## src/rtl/vga_pkg.sv

```systemverilog
// Shared constants for the VGA frame-buffer reader: default 640x480@60 timing,
// RGB444 width, colour-bar palette and the sync/blank bundle carried down the delay line.
package vga_pkg;

    localparam int H_TOT    = 800;
    localparam int V_TOT    = 525;
    localparam int HS_START = 656;
    localparam int HS_END   = 751;
    localparam int VS_START = 490;
    localparam int VS_END   = 491;
    localparam int FB_DEPTH = 307200;

    localparam int RGB_W = 12;

    localparam logic [RGB_W-1:0] COL_WHITE   = 12'hFFF;
    localparam logic [RGB_W-1:0] COL_YELLOW  = 12'hFF0;
    localparam logic [RGB_W-1:0] COL_CYAN    = 12'h0FF;
    localparam logic [RGB_W-1:0] COL_GREEN   = 12'h0F0;
    localparam logic [RGB_W-1:0] COL_MAGENTA = 12'hF0F;
    localparam logic [RGB_W-1:0] COL_RED     = 12'hF00;
    localparam logic [RGB_W-1:0] COL_BLUE    = 12'h00F;
    localparam logic [RGB_W-1:0] COL_BLACK   = 12'h000;

    typedef struct packed {
        logic de;
        logic hs;
        logic vs;
    } sync_t;

    localparam sync_t SYNC_IDLE = '{de: 1'b0, hs: 1'b1, vs: 1'b1};

    function automatic logic [RGB_W-1:0] bar_colour(input logic [2:0] idx);
        case (idx)
            3'd0:    return COL_WHITE;
            3'd1:    return COL_YELLOW;
            3'd2:    return COL_CYAN;
            3'd3:    return COL_GREEN;
            3'd4:    return COL_MAGENTA;
            3'd5:    return COL_RED;
            3'd6:    return COL_BLUE;
            default: return COL_BLACK;
        endcase
    endfunction

endpackage

```

## src/rtl/vga_timing_gen.sv

```systemverilog
// Pixel clock-enable divider, raster h/v counters, undelayed de/hs/vs and frame_start.
// With VGA_TEST_PATTERN_EN it also tracks the colour-bar index for the current h.
module vga_timing_gen #(
    parameter int CLK_DIV  = 4,
    parameter int H_ACTIVE = 640,
    parameter int H_FP     = 16,
    parameter int H_SYNC   = 96,
    parameter int H_BP     = 48,
    parameter int V_ACTIVE = 480,
    parameter int V_FP     = 10,
    parameter int V_SYNC   = 2,
    parameter int V_BP     = 33,
    localparam int HW = $clog2(H_ACTIVE + H_FP + H_SYNC + H_BP),
    localparam int VW = $clog2(V_ACTIVE + V_FP + V_SYNC + V_BP)
) (
    input  logic       sysclk,
    input  logic       sysrst,
    output logic       pix_ce,
    output logic       frame_start,
`ifdef VGA_TEST_PATTERN_EN
    output logic [2:0] bar_idx,
`endif
    output logic       de0,
    output logic       hs0,
    output logic       vs0
);

    localparam int HT = H_ACTIVE + H_FP + H_SYNC + H_BP;
    localparam int VT = V_ACTIVE + V_FP + V_SYNC + V_BP;
    localparam int DW = $clog2(CLK_DIV);

    logic [DW-1:0] div_cnt;
    logic [HW-1:0] h_cnt;
    logic [VW-1:0] v_cnt;
    logic          h_wrap, v_wrap;

    always_ff @(posedge sysclk or posedge sysrst) begin
        if (sysrst)
            div_cnt <= '0;
        else if (div_cnt == DW'(CLK_DIV - 1))
            div_cnt <= '0;
        else
            div_cnt <= div_cnt + 1'b1;
    end

    assign pix_ce = (div_cnt == DW'(CLK_DIV - 1));
    assign h_wrap = (h_cnt == HW'(HT - 1));
    assign v_wrap = (v_cnt == VW'(VT - 1));

    always_ff @(posedge sysclk or posedge sysrst) begin
        if (sysrst) begin
            h_cnt <= '0;
            v_cnt <= '0;
        end else if (pix_ce) begin
            if (h_wrap) begin
                h_cnt <= '0;
                v_cnt <= v_wrap ? '0 : v_cnt + 1'b1;
            end else begin
                h_cnt <= h_cnt + 1'b1;
            end
        end
    end

    // Fires on the tick that moves the raster back to h=0, v=0.
    assign frame_start = pix_ce && h_wrap && v_wrap;

    assign de0 = (h_cnt < HW'(H_ACTIVE)) && (v_cnt < VW'(V_ACTIVE));
    assign hs0 = !((h_cnt >= HW'(H_ACTIVE + H_FP)) &&
                   (h_cnt <= HW'(H_ACTIVE + H_FP + H_SYNC - 1)));
    assign vs0 = !((v_cnt >= VW'(V_ACTIVE + V_FP)) &&
                   (v_cnt <= VW'(V_ACTIVE + V_FP + V_SYNC - 1)));

`ifdef VGA_TEST_PATTERN_EN
    // Bar width need not be a power of two, so count pixels within a bar instead of dividing h.
    localparam int BAR_W = H_ACTIVE / 8;
    localparam int BW    = (BAR_W > 1) ? $clog2(BAR_W) : 1;

    logic [BW-1:0] bar_px;

    always_ff @(posedge sysclk or posedge sysrst) begin
        if (sysrst) begin
            bar_px  <= '0;
            bar_idx <= '0;
        end else if (pix_ce) begin
            if (h_wrap) begin
                bar_px  <= '0;
                bar_idx <= '0;
            end else if (bar_px == BW'(BAR_W - 1)) begin
                bar_px <= '0;
                if (bar_idx != 3'd7)
                    bar_idx <= bar_idx + 3'd1;
            end else begin
                bar_px <= bar_px + 1'b1;
            end
        end
    end
`endif

endmodule

```

## src/rtl/vga_bram_reader.sv

```systemverilog
// Frame-buffer BRAM reader: raster address generation, RD_LAT-deep sync/blank delay line
// and registered RGB444/HS/VS outputs. Optional colour bars under VGA_TEST_PATTERN_EN.
module vga_bram_reader
    import vga_pkg::*;
#(
    parameter int CLK_DIV  = 4,
    parameter int H_ACTIVE = 640,
    parameter int H_FP     = 16,
    parameter int H_SYNC   = 96,
    parameter int H_BP     = 48,
    parameter int V_ACTIVE = 480,
    parameter int V_FP     = 10,
    parameter int V_SYNC   = 2,
    parameter int V_BP     = 33,
    parameter int RD_LAT   = 1,
    parameter int ADDR_W   = 19
) (
    input  logic              sysclk,
    input  logic              sysrst,
    input  logic [11:0]       pixel_data,
`ifdef VGA_TEST_PATTERN_EN
    input  logic              test_pattern_sel,
`endif
    output logic [ADDR_W-1:0] bram_read_addr,
    output logic              pix_ce,
    output logic              frame_start,
    output logic [3:0]        vga_out_r,
    output logic [3:0]        vga_out_g,
    output logic [3:0]        vga_out_b,
    output logic              vga_out_hs,
    output logic              vga_out_vs
);

    localparam int FB_WORDS = H_ACTIVE * V_ACTIVE;

    logic              de0, hs0, vs0;
    logic [ADDR_W-1:0] addr_cnt;
    sync_t [RD_LAT-1:0] sync_pipe;
    logic [RGB_W-1:0]  pix_src;
    logic [RGB_W-1:0]  rgb;

`ifdef VGA_TEST_PATTERN_EN
    logic [2:0]                    bar_idx;
    logic [RD_LAT-1:0][RGB_W-1:0]  pat_pipe;
`endif

    vga_timing_gen #(
        .CLK_DIV (CLK_DIV),
        .H_ACTIVE(H_ACTIVE),
        .H_FP    (H_FP),
        .H_SYNC  (H_SYNC),
        .H_BP    (H_BP),
        .V_ACTIVE(V_ACTIVE),
        .V_FP    (V_FP),
        .V_SYNC  (V_SYNC),
        .V_BP    (V_BP)
    ) u_timing (
        .sysclk     (sysclk),
        .sysrst     (sysrst),
        .pix_ce     (pix_ce),
        .frame_start(frame_start),
`ifdef VGA_TEST_PATTERN_EN
        .bar_idx    (bar_idx),
`endif
        .de0        (de0),
        .hs0        (hs0),
        .vs0        (vs0)
    );

    // Linear address counter; wraps after the last visible pixel so it never leaves the buffer.
    always_ff @(posedge sysclk or posedge sysrst) begin
        if (sysrst) begin
            addr_cnt       <= '0;
            bram_read_addr <= '0;
        end else if (pix_ce) begin
            if (frame_start) begin
                addr_cnt <= '0;
            end else if (de0) begin
                bram_read_addr <= addr_cnt;
                addr_cnt <= (addr_cnt == ADDR_W'(FB_WORDS - 1)) ? '0 : addr_cnt + 1'b1;
            end
        end
    end

    always_ff @(posedge sysclk or posedge sysrst) begin
        if (sysrst) begin
            for (int i = 0; i < RD_LAT; i++)
                sync_pipe[i] <= SYNC_IDLE;
        end else if (pix_ce) begin
            sync_pipe[0] <= '{de: de0, hs: hs0, vs: vs0};
            for (int i = 1; i < RD_LAT; i++)
                sync_pipe[i] <= sync_pipe[i-1];
        end
    end

`ifdef VGA_TEST_PATTERN_EN
    always_ff @(posedge sysclk or posedge sysrst) begin
        if (sysrst) begin
            pat_pipe <= '0;
        end else if (pix_ce) begin
            pat_pipe[0] <= bar_colour(bar_idx);
            for (int i = 1; i < RD_LAT; i++)
                pat_pipe[i] <= pat_pipe[i-1];
        end
    end
`endif

    always_comb begin
        pix_src = pixel_data;
`ifdef VGA_TEST_PATTERN_EN
        if (test_pattern_sel)
            pix_src = pat_pipe[RD_LAT-1];
`endif
    end

    // Output stage: BRAM data for an address lands together with that pixel's delayed syncs.
    always_ff @(posedge sysclk or posedge sysrst) begin
        if (sysrst) begin
            rgb        <= '0;
            vga_out_hs <= 1'b1;
            vga_out_vs <= 1'b1;
        end else if (pix_ce) begin
            rgb        <= sync_pipe[RD_LAT-1].de ? pix_src : '0;
            vga_out_hs <= sync_pipe[RD_LAT-1].hs;
            vga_out_vs <= sync_pipe[RD_LAT-1].vs;
        end
    end

    assign vga_out_r = rgb[11:8];
    assign vga_out_g = rgb[7:4];
    assign vga_out_b = rgb[3:0];

endmodule

```

## config.mk

```make
export PLATFORM = sky130hd
export DESIGN_NAME = vga_bram_reader
export DESIGN_NICKNAME = d
export VERILOG_FILES = /design/src/rtl/vga_pkg.sv /design/src/rtl/vga_timing_gen.sv /design/src/rtl/vga_bram_reader.sv
export SDC_FILE = /design/constraint.sdc
export NUM_CORES = 1
export LEC_CHECK = 0
export ABC_AREA = 1
export ABC_CLOCK_PERIOD_IN_PS = 3100
export CAP_MARGIN = 20
export CELL_PAD_IN_SITES_DETAIL_PLACEMENT = 1
export CELL_PAD_IN_SITES_GLOBAL_PLACEMENT = 2
export CORE_ASPECT_RATIO = 0.8
export CORE_UTILIZATION = 33
export CTS_CLUSTER_DIAMETER = 30
export DETAILED_ROUTE_END_ITERATION = 10
export PLACE_DENSITY_LB_ADDON = 0.05
export RECOVER_POWER = 50
export SLEW_MARGIN = 20
export SYNTH_ARGS = -nofsm -noshare
export SYNTH_HDL_FRONTEND = slang
export SYNTH_SLANG_ARGS = --single-unit
export TNS_END_PERCENT = 30
```

## constraint.sdc

```tcl
create_clock -name sysclk -period 3.1 [get_ports sysclk]
set_clock_uncertainty 0.1 [all_clocks]
set_input_delay 0.775 -clock sysclk [delete_from_list [all_inputs] [get_ports sysclk]]
set_output_delay 0.775 -clock sysclk [all_outputs]
set_load 0.05 [all_outputs]
```

==> results.md <==
- Chip width: 127 um
- Leak pwr: 2.20 nW
- Setup bufs post-CTS: 0
- Crit-path slowest cell: sky130_fd_sc_hd__dfrtp_1
- Critical hold path startpoint: u_timing.div_cnt[0]
- Combinational share of power: 4.0%
- Vias in the first global route: 3423
- Fraction of registers with async set/reset: 100%
- Class of the most critical setup path: reg -> out
- Avg Synthesized Cell Area: 8.22 um2
- Largest area contributor in the netlist: sky130_fd_sc_hd__dfrtp_1
- Layout cells sized above 1: 11.8%
- Share of the core filled with cells in the final layout: 41.4%
- Worst hold slack: 0.328 ns
- Fraction of power consumed by the clock network: 51.6%
- Die outline area: 12900 um2
- Maximum number of pins on one net before global-route repair: 53
- Initial antenna violation count: 0
- Clock period minus worst slack: 2.77 ns
- GRT overflow: 0
- Number of H-tree branching levels: 3
- Drt first pass iters: 4
- Post-detailed-route count of antenna-violating nets: 0
- Slew Viols, Final: 0
- Number of maximum-capacitance violations: 0
- Netlist Area Pre-Place: 4110 um2
- Cell count after synthesis: 500
- Final count of hold timing violations: 0
- Layout Nets: 569
- Measured slew at the worst slew-check pin: 1.44 ns
- Fraction of post-synthesis cell area in the top cell type by area: 44.4%
- Worst IR drop on VDD: 0.000227 V
- GR Util All Layers: 17.8%
- Run status: finished clean
- Ys flop type: sky130_fd_sc_hd__dfrtp_1
- Number of nets in the synthesized netlist: 521
- Average detailed-routed wire length per instance: 15.4 um
- Worst rel slew slack: 3.68%
- Growth of design area from synthesis to finish: 22.3%
- Number of DRC markers in iteration 0: 145
- Share of power burned in registers: 44.5%
- Final weighted congestion in routability-driven placement: 0.749
- Resized Gates After CTS: 0
- Worst reg-to-reg setup slack: 0.91 ns
- Initial core utilization: 33.8%
- Top post-synthesis cells by area: sky130_fd_sc_hd__dfrtp_1 44%, sky130_fd_sc_hd__nand2_1 13%, sky130_fd_sc_hd__nand3_1 6.9%, sky130_fd_sc_hd__inv_1 4.1%, sky130_fd_sc_hd__o21ai_0 3.7%
- Min-Delay Path Class: reg -> reg
- Total wire length: 10.8 mm
- Count of endpoints failing setup in the final report: 0
- Total CTS buffers: 9
- Number of antenna diodes: 0
- Number of synthesized flops with an enable pin: 0
- Net switching power of the design: 0.000472 W
- Count of input and output buffers: 48
- Distinct cell type count of the synthesized netlist: 34
- Worst Hold Depth: 1
- Internal power contribution: 0.00182 W
- Crit share post-route: 89.3%
- Synth warn: 0
- Critical register-to-register path endpoint: addr_cnt[8]
- Number of synthesized register bits: 77
- HPWL after detailed placement: 7.62 mm
- Height of the die: 102 um
- CTS Root Cell: sky130_fd_sc_hd__clkbuf_16
- R2R Path Start: u_timing.div_cnt[0]
- WHS Endpoint: u_timing.div_cnt[0]
- Switching part of the total power: 20.6%
- Count of hold-fix buffers inserted at cts: 0
- I/O Pins: 49
- Synth top cells by count: 140 x sky130_fd_sc_hd__nand2_1, 73 x sky130_fd_sc_hd__dfrtp_1, 57 x sky130_fd_sc_hd__nand3_1
- Path depth of the worst reg2reg path: 8
- Sum of negative setup slack: 0 ns
- Power density over the cells: 455 nW/um2
- Sequential-to-total area share from yosys stat: 47.0%
- Cell breakdown of the critical path: ha_1 -> nand3_2 -> nor2_2 -> inv_2 -> nor2_8 -> nand2_2 -> inv_1 -> buf_12
- Detailed-route vias per instance: 4.87
- Latest clock arrival within the worst-skew pair: 0.33 ns
- Fillers: 1445
- Critical-path maximum fanout: 16
- Floorplan Core Area: 12200 um2
- TritonCTS clock tree: built
- Maximum buffer depth of the clock tree: 2
- Dominant cell by count in the synthesized netlist: sky130_fd_sc_hd__nand2_1
- Worst Path Arrival: 1.89 ns
- Vias after detailed routing: 3432
- CTS sink count: 77
- Critical Path Sink Type: primary output
- Final routed DRC violation total: 0
- First-pass GRT wire length: 18.0 mm
- Achievable clock frequency: 361 MHz
- CP required: 2.22 ns
- Maximum single-stage delay on the critical path: 0.40 ns
- Setup repair after global routing missed its margin: no
- Site row count: 36
- Worst-path clk slew: 0.06 ns
- Worst setup SP type: register
## layer usage
layer	global-route usage (%)	up-vias	wire length [um]
met5	0	-	0
met4	3.30	0	63
met3	3.61	5	424
met2	25.6	73	4350
met1	27.7	1653	5990
li1	-	1701	-
## critical path, delay by kind of cell (launching register included)
kind | cells | cell delay, ns
buffers and inverters | 3 | 0.34
and+or+nand+nor | 4 | 0.62
adders and majority gates | 1 | 0.21
DFF | 1 | 0.40
## layout make-up
| class | count | area, um2 | share of cell area, % |
|---|---|---|---|
| clock buffers | 13 | 270 | 5.37 |
| clock inverters | 3 | 67.6 | 1.34 |
| inverters | 51 | 193 | 3.83 |
| multi-input cells | 355 | 1840 | 36.6 |
| flip-flops and latches | 77 | 1930 | 38.4 |
| well taps | 152 | 190 | 3.78 |
| repair buffers | 54 | 536 | 10.6 |
## per-stage QoR
stage	std cells	instance area, um2	total power [W]	setup WS, ns
CTS	705	5050	0.00234	0.269
finish	705	5030	0.00229	0.330
detailed placement	689	4710	0.00113	0.642
floorplan	500	4110	0.00108	0.255
global route	705	5030	0.00237	0.161
global placement	689	4710	0.00113	0.736
## registers in the layout, indices dropped and copies added, names as in the netlist, 2 cells and up
register and cells:
u_timing.h_cnt 10, rgb 12, addr_cnt 19, sync_pipe 3, u_timing.div_cnt 2, u_timing.v_cnt 10
bram_read_addr 19
## kinds of logic (layout without fill, tap and decap cells)
logic type	count (synthesis)	in the layout	share of synthesized area, %
buffers and inverters	68	121	8.22
AO/OA/AOI/OAI	54	54	7.73
AND/OR/NAND/NOR	279	279	31.7
adder cells (fa/ha/maj)	7	7	2.13
flip-flops	77	77	47.0
XOR/XNOR	15	15	3.20
## how the worst max path moves through the flow
| stage | startpoint | to | cells past startpoint |
|---|---|---|---|
| floorplan | sysrst | addr_cnt[0] | 1 |
| global placement | u_timing.h_cnt[1] | frame_start | 8 |
| detailed placement | u_timing.h_cnt[1] | frame_start | 8 |
| CTS | u_timing.h_cnt[1] | frame_start | 8 |
| global route | u_timing.h_cnt[1] | frame_start | 8 |
| finish | u_timing.h_cnt[1] | frame_start | 8 |
## power groups by stage
stage	Clock, W	Combinational, W	Sequential, W
final	0.00118	0.0000904	0.00102
after global routing	0.00125	0.0000986	0.00102
after CTS	0.00122	0.0000970	0.00102
after detailed placement	0	0.0000963	0.00104
after global placement	0	0.0000961	0.00104
after floorplan	0	0.0000207	0.00106
## cells in the final DEF, fill, tap and decap left out, types with 4 or more instances in the layout
cell type / n
sky130_fd_sc_hd__dfstp_2: 4
sky130_fd_sc_hd__inv_1: 45
sky130_fd_sc_hd__nor2_2: 4
sky130_fd_sc_hd__ha_1: 7
sky130_fd_sc_hd__clkdlybuf4s50_1: 45
sky130_fd_sc_hd__nor2_1: 39
sky130_fd_sc_hd__nand3_1: 57
sky130_fd_sc_hd__xor2_1: 12
sky130_fd_sc_hd__dfrtp_1: 73
sky130_fd_sc_hd__nand4_1: 7
sky130_fd_sc_hd__o21ai_0: 30
sky130_fd_sc_hd__inv_2: 5
sky130_fd_sc_hd__o21ai_2: 11
sky130_fd_sc_hd__nand2_2: 5
sky130_fd_sc_hd__nand2_1: 140
sky130_fd_sc_hd__nor3_1: 9
sky130_fd_sc_hd__clkbuf_16: 9
sky130_fd_sc_hd__o21ai_1: 7
(Power assumes the default switching activity.)
